$ cat config.mk
export PLATFORM = sky130hd
export DESIGN_NAME = cache_2way
export DESIGN_NICKNAME = d
export VERILOG_FILES = /design/src/rtl/cache_2way.sv
export SDC_FILE = /design/constraint.sdc
export NUM_CORES = 2
export LEC_CHECK = 0
export ABC_CLOCK_PERIOD_IN_PS = 7900
export BUFFER_PORTS_ARGS = -buffer_cell sky130_fd_sc_hd__buf_4
export CAP_MARGIN = 15
export CORE_ASPECT_RATIO = 0.5
export CORE_MARGIN = 3
export CORE_UTILIZATION = 44
export CTS_CLUSTER_SIZE = 8
export DETAILED_ROUTE_END_ITERATION = 7
export PLACE_DENSITY = 0.58
export SYNTH_ARGS = -nofsm -noshare
export SYNTH_HDL_FRONTEND = slang
export SYNTH_SLANG_ARGS = --single-unit
$ cat constraint.sdc
create_clock -name clk -period 7.9 [get_ports clk]
set_input_delay 1.975 -clock clk [delete_from_list [all_inputs] [get_ports clk]]
set_output_delay 1.975 -clock clk [all_outputs]
set_load 0.02 [all_outputs]
$ cat src/rtl/cache_2way.sv
// Two-way set-associative, write-back, write-allocate data cache with per-set LRU.
// Processor side is a 32-bit word port; memory side moves whole 128-bit blocks.
module cache_2way #(
  parameter int unsigned SETS = 4
) (
  input  logic         clk,
  input  logic         proc_reset,
  input  logic         proc_read,
  input  logic         proc_write,
  input  logic [29:0]  proc_addr,
  input  logic [31:0]  proc_wdata,
  output logic [31:0]  proc_rdata,
  output logic         proc_stall,
  output logic         mem_read,
  output logic         mem_write,
  output logic [27:0]  mem_addr,
  output logic [127:0] mem_wdata,
  input  logic [127:0] mem_rdata,
  input  logic         mem_ready
);
  localparam int unsigned IDX_W = $clog2(SETS);
  localparam int unsigned TAG_W = 28 - IDX_W;

  typedef enum logic [1:0] {
    IDLE       = 2'd0,
    WRITE_BACK = 2'd1,
    ALLOCATE   = 2'd2
  } state_t;

  state_t state, state_next;

  logic [SETS-1:0][1:0] valid;
  logic [SETS-1:0][1:0] dirty;
  logic [SETS-1:0]      lru;
  logic [TAG_W-1:0]     tag_arr  [SETS][2];
  logic [127:0]         data_arr [SETS][2];
  logic                 victim;

  logic [IDX_W-1:0] idx;
  logic [TAG_W-1:0] tag;
  logic [1:0]       off;
  logic             hit0, hit1, hit, hit_way, req, victim_sel;
  logic [127:0]     hit_block;

  assign idx        = proc_addr[IDX_W+1:2];
  assign tag        = proc_addr[29:IDX_W+2];
  assign off        = proc_addr[1:0];
  assign hit0       = valid[idx][0] && (tag_arr[idx][0] == tag);
  assign hit1       = valid[idx][1] && (tag_arr[idx][1] == tag);
  assign hit        = hit0 | hit1;
  assign hit_way    = ~hit0;
  assign hit_block  = data_arr[idx][hit_way];
  assign req        = proc_read | proc_write;
  // Fill invalid ways first (way 0 preferred), otherwise evict the LRU way
  assign victim_sel = !valid[idx][0] ? 1'b0 : (!valid[idx][1] ? 1'b1 : lru[idx]);

  always_ff @(posedge clk or posedge proc_reset) begin
    if (proc_reset) state <= IDLE;
    else            state <= state_next;
  end

  always_comb begin
    state_next = state;
    case (state)
      IDLE: begin
        if (req && !hit)
          state_next = (valid[idx][victim_sel] && dirty[idx][victim_sel]) ? WRITE_BACK : ALLOCATE;
      end
      WRITE_BACK: if (mem_ready) state_next = ALLOCATE;
      ALLOCATE:   if (mem_ready) state_next = IDLE;
      default:    state_next = IDLE;
    endcase
  end

  // Outputs are forced low while reset is held, independent of the clock
  always_comb begin
    proc_rdata = '0;
    proc_stall = 1'b0;
    mem_read   = 1'b0;
    mem_write  = 1'b0;
    mem_addr   = '0;
    mem_wdata  = '0;
    if (!proc_reset) begin
      case (state)
        IDLE: begin
          if (req) begin
            proc_stall = ~hit;
            if (hit) proc_rdata = hit_block[{off, 5'd0} +: 32];
          end
        end
        WRITE_BACK: begin
          proc_stall = 1'b1;
          mem_write  = 1'b1;
          mem_addr   = {tag_arr[idx][victim], idx};
          mem_wdata  = data_arr[idx][victim];
        end
        ALLOCATE: begin
          proc_stall = 1'b1;
          mem_read   = 1'b1;
          mem_addr   = proc_addr[29:2];
        end
        default: ;
      endcase
    end
  end

  // Line metadata: valid/dirty/lru and the victim frozen at miss detection
  always_ff @(posedge clk or posedge proc_reset) begin
    if (proc_reset) begin
      valid  <= '0;
      dirty  <= '0;
      lru    <= '0;
      victim <= 1'b0;
    end else begin
      case (state)
        IDLE: begin
          if (req) begin
            if (hit) begin
              lru[idx] <= ~hit_way;
              if (proc_write) dirty[idx][hit_way] <= 1'b1;
            end else begin
              victim <= victim_sel;
            end
          end
        end
        ALLOCATE: begin
          if (mem_ready) begin
            valid[idx][victim] <= 1'b1;
            dirty[idx][victim] <= 1'b0;
          end
        end
        default: ;
      endcase
    end
  end

  // Tag and data storage carry no reset; validity is tracked above
  always_ff @(posedge clk) begin
    if (state == IDLE && req && hit && proc_write) begin
      data_arr[idx][hit_way][{off, 5'd0} +: 32] <= proc_wdata;
    end else if (state == ALLOCATE && mem_ready) begin
      data_arr[idx][victim] <= mem_rdata;
      tag_arr[idx][victim]  <= tag;
    end
  end

endmodule

==> results_dict.tcl <==
set metrics [dict create \
    ant_nets 0 \
    syn-num-nets 3444 \
    final_cell_area_mm2 0.0672 \
    layout-drive-gt1-share 0.337 \
    numCtsBuffers 175 \
    p_leak_nw 23.4 \
    drc 0 \
    placed_cells 5235 \
    drt_iter0_drc 3792 \
    rows 92 \
    area_delta_synth_final_pct 18.9 \
    synth-xor-area-share 0.00667 \
    dieArea_mm2 0.133 \
    grt_overflow 0 \
    wl_per_cell_um 32.4 \
    worst_pin_slew_ps 1160 \
    critPathBufInv 6 \
    switching_power_mw 4.74 \
    postPlaceCellArea_mm2 0.0623 \
    antenna_found_initial 32 \
    wl_um 177000 \
    cts_tree "built" \
    initial_core_util 0.446 \
    fin_tns_setup_ps 0 \
    die_h_um 259 \
    synth.avg_cell_area_um2 17.4 \
    relSlewSlack 0.225 \
    stdcell_count 5474 \
    synth_top_area_frac 0.655 \
    pwr-share-seq 0.454 \
    synthTopCellsByArea "edfxtp_1 65%, mux4_2 12%, mux2i_1 3.3%, mux2_4 2.7%, nand2_1 2.3%" \
    maxCapViolCount 0 \
    pre_cts_ws_ps -187 \
    ff2ff_path_depth 10 \
    power.total_mw 17.7 \
    max_clock_freq_ghz 0.128 \
    synth_mux_area_frac 0.220 \
    path_clk_slew_ps 50 \
    cp-start-kind "input port" \
    io_buffers 385 \
    synthAdderAreaFrac 0.00199 \
    drtPass1Iterations 6 \
    p_per_area_mw_per_mm2 264 \
    setup_slack_ps 90.1 \
    crit_family "buffers and inverters" \
    insertion_delay_ps 780 \
    cp_common_cell "buf_12" \
    synthSimpleGateAreaFrac 0.0501 \
    nNetsFinal 3924 \
    dp_hpwl_um 117000 \
    h-tree-depth 4 \
    synth_compound_area_frac 0.0329 \
    grt_use_total 0.265 \
    cts_buffer_depth 3 \
    combPwrFrac 0.165 \
    core_area_mm2 0.127 \
    rsz0062_at_grt "false" \
    cp.required_ps 5930 \
    worst_hold_path_type "register to register" \
    synth_top_family_by_area "multiplexers" \
    worstHoldPathCells 1 \
    yosys_warnings 0 \
    worstSetupPathType "input port to output pin" \
    ys_types 65 \
    netlist_instances 3240 \
    p_clk_frac 0.381 \
    maxSlewViolCount 0 \
    setup_violations 0 \
    io_pins 386 \
    grt_pass1_vias 32900 \
    async_reset_ff_frac 0.0183 \
    grt_max_degree 133 \
    cp_slowest_cell "or4b_1" \
    synth_edf_count 1232 \
    worst-path-stages 14 \
    cts_setup_buffers 0 \
    skew_ps 28.7 \
    hold_violations 0 \
    critPathMaxFanout 21 \
    ys.flop_type "edfxtp_1" \
    fin_hold_ws_ps 465 \
    via_count 33100 \
    die_w_um 513 \
    switching_share 0.268 \
    irDropWorstVdd_uv 213 \
    place.gp.congestion 0.875 \
    yosysTopAreaCell "edfxtp_1" \
    fin_crit_sh 0.989 \
    grt_pass1_wl_um 250000 \
    fillers 10100 \
    syn-cell-area_mm2 0.0565 \
    cp.arrival_ps 5830 \
    p_int_mw 13.0 \
    vias_per_cell 6.04 \
    fin_crit_ps 7810 \
    slowest_delay_ps 560 \
    ys_seq_area_frac 0.665 \
    crit_path_end_kind "output pin" \
    clock_sinks 1255 \
    path_cells "buf_12 > buf_12 > buf_8 > mux2_2 > nor2b_1 > o31a_1 > or4b_1 > nor3_4 > buf_12 > buf_12 > mux2i_1 > mux2i_2 > o2bb2ai_1 > buf_4" \
    synth-seq-cells 1255 \
    root_buffer "clkbuf_16" \
    final_core_util 0.530 \
    status "complete, no violations" \
]
## Yosys cell counts, drive strengths merged (6+ instances only)
| library cell | count |
|---|---|
| a21oi | 169 |
| nand2b | 11 |
| mux4 | 305 |
| xnor2 | 40 |
| and2 | 130 |
| inv | 20 |
| o2bb2ai | 35 |
| mux2i | 186 |
| clkbuf | 109 |
| nor2 | 54 |
| dfrtp | 23 |
| nand3 | 9 |
| nor3 | 12 |
| nand4 | 16 |
| a31oi | 6 |
| nand2 | 345 |
| buf | 104 |
| o21ai | 23 |
| a22oi | 26 |
| ha | 9 |
| edfxtp | 1232 |
| mux2 | 295 |
## area by class of cell
class / instances / area (um2) / area share
Antenna cell: 19 / 47.5 / 0.000708
Clock buffer: 208 / 4590 / 0.0683
Clock inverter: 12 / 164 / 0.00244
Inverter: 22 / 87.6 / 0.00130
Multi-Input combinational cell: 1750 / 18100 / 0.270
Sequential cell: 1255 / 37600 / 0.559
Tap cell: 1692 / 2120 / 0.0315
Timing Repair Buffer: 516 / 4490 / 0.0668
## cell usage in the layout (no fill, tap or decap), types with 30 or more instances in the layout
cell type,count
mux2_4,100
clkbuf_16,179
mux2_2,84
buf_4,465
xnor2_1,40
mux4_2,305
a21oi_4,32
a21oi_1,137
mux2i_1,174
nor2_1,47
edfxtp_1,1232
nand2_1,343
and2_1,130
buf_12,46
o2bb2ai_1,30
mux2_1,111
## power groups by stage
stage	registers [mW]	clock network (mW)	logic [mW]
floorplan	8.12	0	1.82
global placement	8.15	0	2.88
detailed placement	8.16	0	2.91
CTS	8.04	6.84	2.93
global route	8.06	7.12	3.11
finish	8.04	6.75	2.93
## registers in the layout (all words and copies together) (netlist names)
name,cells
tag_arr,208
state,2
data_arr,1024
dirty,8
lru,4
victim,1
valid,8
## final timing paths
| kind | from | end | slack [ps] |
|---|---|---|---|
| worst min-delay path | valid[6]$_DFFE_PP0P_ | valid[6]$_DFFE_PP0P_ | 460 |
| min in group asynchronous | proc_reset | dirty[1]$_DFFE_PP0P_ | 1410 |
| worst max-delay path | proc_addr[2] | proc_rdata[18] | 90 |
| worst max register to register | tag_arr[3][26]$_DFFE_PP_ | data_arr[1][132]$_DFFE_PP_ | 2690 |
| worst min register to register | valid[6]$_DFFE_PP0P_ | valid[6]$_DFFE_PP0P_ | 460 |
| max in group asynchronous | proc_reset | victim$_DFFE_PP0P_ | 6180 |
## layer usage
metal | share of wire | global-route usage
met3 | 0.084 | 0.0577
met2 | 0.48 | 0.421
met1 | 0.41 | 0.366
met4 | 0.026 | 0.0882
met5 | 0.00038 | 0
## what timing repair did
action                     4_1_cts  5_1_grt
cloned                           0        0
setup endpoints to repair       20       21
pin swaps                        0        1
resized for setup               12       14
hold buffers                     0        0
## logic make-up (layout without fill, tap and decap cells)
kind of cell               after synthesis  in the layout
DFF                                   1255           1255
muxes                                  786            786
and+or+nand+nor                        609            609
AOI/OAI and AO/OA                      303            303
buffers and inverters                  235            758
xor gates and xnor gates                43             43
adders and majority gates                9              9
other                                    0             19
Note: power is estimated with default switching activity, not from simulation.
